<file path="src/rtl/wb_master_cmd_if.sv">
// Command/response handshake plus Wishbone B4 classic bus bundle for wb_master_cmd.
// The master modport is the controller's view; the slave modport is the far side.
interface wb_master_cmd_if #(
  parameter int ADDR_WIDTH = 16,
  parameter int DATA_WIDTH = 32,
  parameter int GRANULE    = 8
);
  localparam int SEL_WIDTH = DATA_WIDTH / GRANULE;

  logic                  cmd_valid_i;
  logic                  cmd_ready_o;
  logic                  cmd_we_i;
  logic [ADDR_WIDTH-1:0] cmd_adr_i;
  logic [DATA_WIDTH-1:0] cmd_dat_i;
  logic [SEL_WIDTH-1:0]  cmd_sel_i;

  logic                  rsp_valid_o;
  logic                  rsp_ready_i;
  logic [DATA_WIDTH-1:0] rsp_dat_o;
  logic                  rsp_err_o;
  logic                  rsp_timeout_o;

  logic                  cyc_o;
  logic                  stb_o;
  logic                  we_o;
  logic [ADDR_WIDTH-1:0] adr_o;
  logic [DATA_WIDTH-1:0] dat_o;
  logic [SEL_WIDTH-1:0]  sel_o;
  logic [DATA_WIDTH-1:0] dat_i;
  logic                  ack_i;
  logic                  err_i;

  modport master (
    input  cmd_valid_i, cmd_we_i, cmd_adr_i, cmd_dat_i, cmd_sel_i,
    output cmd_ready_o,
    input  rsp_ready_i,
    output rsp_valid_o, rsp_dat_o, rsp_err_o, rsp_timeout_o,
    output cyc_o, stb_o, we_o, adr_o, dat_o, sel_o,
    input  dat_i, ack_i, err_i
  );

  modport slave (
    output cmd_valid_i, cmd_we_i, cmd_adr_i, cmd_dat_i, cmd_sel_i,
    input  cmd_ready_o,
    output rsp_ready_i,
    input  rsp_valid_o, rsp_dat_o, rsp_err_o, rsp_timeout_o,
    input  cyc_o, stb_o, we_o, adr_o, dat_o, sel_o,
    output dat_i, ack_i, err_i
  );
endinterface

</file>
<file path="src/rtl/wb_master_cmd.sv">
// Single-transfer Wishbone B4 classic master: one command in, one bus phase, one response out.
// Terminations are prioritised err > ack > timeout; all bus and response outputs are registered.
module wb_master_cmd #(
  parameter int ADDR_WIDTH     = 16,
  parameter int DATA_WIDTH     = 32,
  parameter int GRANULE        = 8,
  parameter int TIMEOUT_CYCLES = 64
) (
  input  logic           clk_i,
  input  logic           rst_i,
  wb_master_cmd_if.master bus
);
  localparam int SEL_WIDTH = DATA_WIDTH / GRANULE;
  // Width floor of 1 keeps the counter legal when the timeout is disabled.
  localparam int CNT_W = (TIMEOUT_CYCLES > 0) ? $clog2(TIMEOUT_CYCLES + 1) : 1;
  localparam logic [CNT_W-1:0] CNT_LAST = CNT_W'(TIMEOUT_CYCLES - 1);
  localparam logic [CNT_W-1:0] CNT_MAX  = '1;

  typedef enum logic [1:0] {
    S_IDLE = 2'd0,
    S_BUS  = 2'd1,
    S_RESP = 2'd2
  } state_t;

  state_t                state_q;
  logic [CNT_W-1:0]      cnt_q;
  logic                  cyc_q;
  logic                  stb_q;
  logic                  we_q;
  logic [ADDR_WIDTH-1:0] adr_q;
  logic [DATA_WIDTH-1:0] dat_q;
  logic [SEL_WIDTH-1:0]  sel_q;
  logic                  rsp_valid_q;
  logic [DATA_WIDTH-1:0] rsp_dat_q;
  logic                  rsp_err_q;
  logic                  rsp_to_q;
  logic                  cmd_ready;

  // Holding off while ack/err is still high lets a registered slave drop a stale termination.
  assign cmd_ready = (state_q == S_IDLE) && !bus.ack_i && !bus.err_i;

  always_ff @(posedge clk_i) begin
    if (rst_i) begin
      state_q     <= S_IDLE;
      cnt_q       <= '0;
      cyc_q       <= 1'b0;
      stb_q       <= 1'b0;
      we_q        <= 1'b0;
      adr_q       <= '0;
      dat_q       <= '0;
      sel_q       <= '0;
      rsp_valid_q <= 1'b0;
      rsp_dat_q   <= '0;
      rsp_err_q   <= 1'b0;
      rsp_to_q    <= 1'b0;
    end else begin
      case (state_q)
        S_IDLE: begin
          if (bus.cmd_valid_i && cmd_ready) begin
            we_q    <= bus.cmd_we_i;
            adr_q   <= bus.cmd_adr_i;
            dat_q   <= bus.cmd_dat_i;
            sel_q   <= bus.cmd_sel_i;
            cyc_q   <= 1'b1;
            stb_q   <= 1'b1;
            cnt_q   <= '0;
            state_q <= S_BUS;
          end
        end
        S_BUS: begin
          if (bus.err_i) begin
            cyc_q       <= 1'b0;
            stb_q       <= 1'b0;
            rsp_err_q   <= 1'b1;
            rsp_dat_q   <= '0;
            rsp_valid_q <= 1'b1;
            state_q     <= S_RESP;
          end else if (bus.ack_i) begin
            cyc_q       <= 1'b0;
            stb_q       <= 1'b0;
            rsp_dat_q   <= we_q ? '0 : bus.dat_i;
            rsp_valid_q <= 1'b1;
            state_q     <= S_RESP;
          end else begin
            if (cnt_q != CNT_MAX) cnt_q <= cnt_q + CNT_W'(1);
            // Comparing the pre-increment count gives exactly TIMEOUT_CYCLES strobe cycles.
            if ((TIMEOUT_CYCLES != 0) && (cnt_q == CNT_LAST)) begin
              cyc_q       <= 1'b0;
              stb_q       <= 1'b0;
              rsp_to_q    <= 1'b1;
              rsp_dat_q   <= '0;
              rsp_valid_q <= 1'b1;
              state_q     <= S_RESP;
            end
          end
        end
        S_RESP: begin
          if (bus.rsp_ready_i) begin
            rsp_valid_q <= 1'b0;
            rsp_err_q   <= 1'b0;
            rsp_to_q    <= 1'b0;
            state_q     <= S_IDLE;
          end
        end
        default: state_q <= S_IDLE;
      endcase
    end
  end

  assign bus.cmd_ready_o   = cmd_ready;
  assign bus.cyc_o         = cyc_q;
  assign bus.stb_o         = stb_q;
  assign bus.we_o          = we_q;
  assign bus.adr_o         = adr_q;
  assign bus.dat_o         = dat_q;
  assign bus.sel_o         = sel_q;
  assign bus.rsp_valid_o   = rsp_valid_q;
  assign bus.rsp_dat_o     = rsp_dat_q;
  assign bus.rsp_err_o     = rsp_err_q;
  assign bus.rsp_timeout_o = rsp_to_q;
endmodule

</file>
<file path="src/flat_wrapper.sv">
// flat-port wrapper written by rule: the top's interface ports become plain ports
module wb_master_cmd_flat 
#(
  parameter int ADDR_WIDTH     = 16,
  parameter int DATA_WIDTH     = 32,
  parameter int GRANULE        = 8,
  parameter int TIMEOUT_CYCLES = 64
)
  (clk_i, rst_i, bus_cmd_valid_i, bus_cmd_we_i, bus_cmd_adr_i, bus_cmd_dat_i, bus_cmd_sel_i, bus_cmd_ready_o, bus_rsp_ready_i, bus_rsp_valid_o, bus_rsp_dat_o, bus_rsp_err_o, bus_rsp_timeout_o, bus_cyc_o, bus_stb_o, bus_we_o, bus_adr_o, bus_dat_o, bus_sel_o, bus_dat_i, bus_ack_i, bus_err_i);
  wb_master_cmd_if #(.ADDR_WIDTH(ADDR_WIDTH), .DATA_WIDTH(DATA_WIDTH), .GRANULE(GRANULE)) bus_i ();
  input  logic clk_i;
  input  logic rst_i;
  input wire logic [$bits(bus_i.cmd_valid_i)-1:0] bus_cmd_valid_i;
  input wire logic [$bits(bus_i.cmd_we_i)-1:0] bus_cmd_we_i;
  input wire logic [$bits(bus_i.cmd_adr_i)-1:0] bus_cmd_adr_i;
  input wire logic [$bits(bus_i.cmd_dat_i)-1:0] bus_cmd_dat_i;
  input wire logic [$bits(bus_i.cmd_sel_i)-1:0] bus_cmd_sel_i;
  output wire logic [$bits(bus_i.cmd_ready_o)-1:0] bus_cmd_ready_o;
  input wire logic [$bits(bus_i.rsp_ready_i)-1:0] bus_rsp_ready_i;
  output wire logic [$bits(bus_i.rsp_valid_o)-1:0] bus_rsp_valid_o;
  output wire logic [$bits(bus_i.rsp_dat_o)-1:0] bus_rsp_dat_o;
  output wire logic [$bits(bus_i.rsp_err_o)-1:0] bus_rsp_err_o;
  output wire logic [$bits(bus_i.rsp_timeout_o)-1:0] bus_rsp_timeout_o;
  output wire logic [$bits(bus_i.cyc_o)-1:0] bus_cyc_o;
  output wire logic [$bits(bus_i.stb_o)-1:0] bus_stb_o;
  output wire logic [$bits(bus_i.we_o)-1:0] bus_we_o;
  output wire logic [$bits(bus_i.adr_o)-1:0] bus_adr_o;
  output wire logic [$bits(bus_i.dat_o)-1:0] bus_dat_o;
  output wire logic [$bits(bus_i.sel_o)-1:0] bus_sel_o;
  input wire logic [$bits(bus_i.dat_i)-1:0] bus_dat_i;
  input wire logic [$bits(bus_i.ack_i)-1:0] bus_ack_i;
  input wire logic [$bits(bus_i.err_i)-1:0] bus_err_i;
  assign bus_i.cmd_valid_i = bus_cmd_valid_i;
  assign bus_i.cmd_we_i = bus_cmd_we_i;
  assign bus_i.cmd_adr_i = bus_cmd_adr_i;
  assign bus_i.cmd_dat_i = bus_cmd_dat_i;
  assign bus_i.cmd_sel_i = bus_cmd_sel_i;
  assign bus_cmd_ready_o = bus_i.cmd_ready_o;
  assign bus_i.rsp_ready_i = bus_rsp_ready_i;
  assign bus_rsp_valid_o = bus_i.rsp_valid_o;
  assign bus_rsp_dat_o = bus_i.rsp_dat_o;
  assign bus_rsp_err_o = bus_i.rsp_err_o;
  assign bus_rsp_timeout_o = bus_i.rsp_timeout_o;
  assign bus_cyc_o = bus_i.cyc_o;
  assign bus_stb_o = bus_i.stb_o;
  assign bus_we_o = bus_i.we_o;
  assign bus_adr_o = bus_i.adr_o;
  assign bus_dat_o = bus_i.dat_o;
  assign bus_sel_o = bus_i.sel_o;
  assign bus_i.dat_i = bus_dat_i;
  assign bus_i.ack_i = bus_ack_i;
  assign bus_i.err_i = bus_err_i;
  wb_master_cmd #(.ADDR_WIDTH(ADDR_WIDTH), .DATA_WIDTH(DATA_WIDTH), .GRANULE(GRANULE), .TIMEOUT_CYCLES(TIMEOUT_CYCLES)) u_core (.clk_i(clk_i), .rst_i(rst_i), .bus(bus_i));
endmodule
</file>
<file path="config.mk">
export PLATFORM = sky130hd
export DESIGN_NAME = wb_master_cmd_flat
export DESIGN_NICKNAME = d
export VERILOG_FILES = /design/src/rtl/wb_master_cmd_if.sv /design/src/rtl/wb_master_cmd.sv /design/src/flat_wrapper.sv
export SDC_FILE = /design/constraint.sdc
export NUM_CORES = 1
export LEC_CHECK = 0
export CAP_MARGIN = 20
export CORE_AREA = 2 2 97 99
export CTS_CLUSTER_SIZE = 10
export DETAILED_ROUTE_END_ITERATION = 12
export DIE_AREA = 0 0 99 101
export GPL_TIMING_DRIVEN = 0
export HOLD_SLACK_MARGIN = 0.1
export PLACE_DENSITY = 0.79
export SLEW_MARGIN = 15
export SYNTH_ARGS = -nofsm -noshare
export SYNTH_HDL_FRONTEND = slang
export SYNTH_SLANG_ARGS = --single-unit
</file>
<file path="constraint.sdc">
create_clock -name clk_i -period 2 [get_ports clk_i]
set_input_delay 0.3 -clock clk_i [delete_from_list [all_inputs] [get_ports clk_i]]
set_output_delay 0.3 -clock clk_i [all_outputs]
set_load 0.02 [all_outputs]
</file>
==> summary.md <==
| Metric | Value |
|---|---|
| Wire per inst | `14.4 um` |
| Cells after synthesis | `379` |
| GRT overflow | `0` |
| Worst clock skew | `0.00739 ns` |
| Crit Path Max Fanout | `6` |
| Max Freq | `0.534 GHz` |
| FF+latch area | `1960 um^2` |
| Clock sink count | `98` |
| Final Util | `61.9%` |
| CTS tree | `built` |
| First-pass GRT wire length | `15.9 mm` |
| Initial DRC count | `85` |
| Remaining antenna violation count | `0` |
| Final Max Slew Viols | `0` |
| Placed insts | `670` |
| Period utilisation layout | `93.6%` |
| Core area | `8980 um^2` |
| Port Buffer Count | `180` |
| GP Congestion | `0.832` |
| Initial antenna violation count | `0` |
| Seq/Total Area, Yosys | `57.4%` |
| Mean Syn Cell Area | `9.03 um^2` |
| Fraction of layout cells with a size suffix above 1 | `6.10%` |
| Post-Synthesis Cell Area | `3420 um^2` |
| Fin cells | `685` |
| Antenna cells | `0` |
| Pre-antenna DRT Iters | `4` |
| Slowest stage cell, crit path | `clkdlybuf4s50_1` |
| Syn nets | `471` |
| Post CTS Setup Buffer Count | `0` |
| # setup viols final | `0` |
| Final instance area | `5560 um^2` |
| Flops & latches, synth | `98` |
| Row cnt | `35` |
| Least-Margin Pin Slew | `0.536 ns` |
| Total number of vias | `3,338` |
| Dpl hpwl | `7.50 mm` |
| Reg2reg setup slack | `0.20 ns` |
| Hold Slack | `0.456 ns` |
| Crit path DAT | `1.57 ns` |
| Crit path launch type | `input port` |
| Reg2Reg Launch Point | `u_core.cnt_q[0]` |
| Worst-Skew Late Latency | `0.35 ns` |
| Final net count | `662` |
| Largest net degree at the start of global routing | `17` |
| Status | `finished clean` |
| Vias in the first global route | `3,209` |
| Total clock buffers created by CTS | `9` |
| RSZ-0062 raised after global routing | `no` |
| Top cells by area, synth | `dfxtp_1, nand2_1, a21oi_1` |
| Fill cells | `773` |
| CTS root buf | `clkbuf_8` |
| Clock Tree Buf Depth | `2` |
| Hold Path Cell Cnt | `3` |
| Max-cap violation count | `0` |
| Drc violations | `0` |
| Hold Vio Cnt, Final | `0` |
| Area growth from synthesis to layout | `62.4%` |
| Grt met2 use | `33.1%` |
| Die ar. | `10000 um^2` |
| Pwr Total | `0.00377 W` |
| I/O pin cnt | `182` |
| Routing usage on met1 | `23.9%` |
| Dominant cell type by area after synthesis | `dfxtp_1` |
| Post-DP Area | `5360 um^2` |
| Crit. End Element | `primary output` |
| Power per cell area | `678 nW/um^2` |
| Netlist cell types | `32` |
| Chip height | `101 um` |
| CP required | `1.70 ns` |
| Total global routing track utilization | `19.4%` |
| Reg clk slew, reported paths | `0.09 ns` |
| CP Class | `in -> out` |
| Multi-input gate area | `1330 um^2` |
| Worst Reg-to-Reg Cells | `6` |
| Relative slew slack | `64.1%` |
| Leakage | `1.98 nW` |
| Final min period | `1.87 ns` |
| Met3 Use GR | `6.31%` |
| Vias per cell | `4.87` |
| VDD IR-drop max | `455 uV` |
| HP Start | `rst_i` |
| CP Capture Point | `bus_cmd_ready_o` |
| Critical-path cell list | `clkdlybuf4s50_1, nor4_1, dlygate4sd2_1` |
| Yosys warns | `0` |
| GR peak layer | `met2` |
| Starting Density | `38.1%` |
| CTS H-tree lvls | `3` |
| Class of the worst hold path | `in -> reg` |
| Share of the synthesized area in the top cell type | `57.4%` |
| CP Launch Point | `bus_err_i` |
| CP max stage delay | `0.56 ns` |
| Drt total wl | `9.85 mm` |
| Chip width | `99 um` |
| Reg-to-Reg End | `u_core.bus.rsp_dat_o[14]` |
==> critical path: cells and delay by family <==
kind,cells,cell delay [ns]
buf+inv,2,0.95
simple gates,1,0.32
==> power breakdown <==
group	switching (W)	total [W]	internal (W)
clock network	0.000676	0.00125	0.000576
registers	0.0000261	0.00202	0.00200
logic	0.000215	0.000495	0.000279
total	0.000918	0.00377	0.00285
==> repair_timing <==
item                       in CTS  in global routing
setup endpoints to repair      30                  0
hold buffers                    0                  0
resized for setup               2                  0
==> routing by layer <==
metal,wire length [um],vias to the layer above
li1,-,1676
met1,4190,1524
met2,4770,130
met3,808,8
met4,75,0
met5,0,-
==> metrics by stage <==
step           TNS (ns)  worst slack, ns
2_1_floorplan         0            0.368
6_report              0            0.129
5_1_grt               0          0.00676
3_3_place_gp      -6.62           -0.150
3_5_place_dp      -9.24           -0.171
4_1_cts               0            0.110
==> synth_stat cells, drive strengths merged <==
master	n
nand2	113
dfxtp	98
a21oi	62
a22o	32
buf	15
clkbuf	12
nor2	7
nand2b	4
nand3	4
nor3	4
o21a	3
o31ai	3
or4	3
a31oi	2
nor2b	2
nor4	2
o21ai	2
or3	2
a211oi	1
and2	1
ha	1
inv	1
mux2i	1
nand3b	1
nor3b	1
o22ai	1
o41ai	1
==> flip-flops by register name, summed over array words and instances, names as in the netlist, 2 cells and up <==
signal,cells
u_core.cnt_q,7
u_core.bus.rsp_dat_o,32
u_core.bus.adr_o,16
u_core.bus.dat_o,32
u_core.state_q,2
u_core.bus.sel_o,4
==> cell usage in the layout (no fill, tap or decap), types with 2 or more instances in the layout <==
master / netlist / layout
a21oi_1: 62 / 62
a22o_1: 32 / 32
a31oi_1: 2 / 2
buf_2: 13 / 13
clkbuf_1: 12 / 12
clkbuf_8: 0 / 9
clkdlybuf4s50_1: 0 / 179
clkinvlp_4: 0 / 2
dfxtp_1: 98 / 98
nand2_1: 113 / 113
nand2b_1: 4 / 4
nand3_1: 4 / 4
nor2_1: 7 / 7
nor2b_1: 2 / 2
nor3_2: 1 / 2
nor4_1: 2 / 2
o21a_1: 3 / 3
o31ai_1: 3 / 3
or3_1: 2 / 2
or4_1: 3 / 3
==> worst min path at each step <==
stage / end
finish: u_core.bus.rsp_timeout_o
global route: u_core.bus.dat_o[18]
CTS: u_core.bus.rsp_timeout_o
detailed placement: u_core.bus.dat_o[18]
global placement: u_core.bus.dat_o[18]
floorplan: u_core.bus.rsp_dat_o[0]
==> kinds of logic after synthesis <==
logic type	count (synthesis)	synth area share [%]
AND/OR/NAND/NOR	144	17.9
AO/OA/AOI/OAI	107	20.2
flip-flops	98	57.4
buffers and inverters	28	3.88
multiplexers	1	0.293
adder cells (fa/ha/maj)	1	0.366
==> final cells by class <==
| cell class | instances | area share [%] |
|---|---|---|
| plain buffers | 27 | 2.32 |
| clock buffers | 9 | 2.23 |
| clock inverters | 6 | 1.22 |
| inverters | 1 | 0.0676 |
| multi-input cells | 253 | 24.0 |
| flip-flops and latches | 98 | 35.3 |
| well taps | 111 | 2.50 |
| repair buffers | 180 | 32.4 |
(Power assumes the default switching activity.)
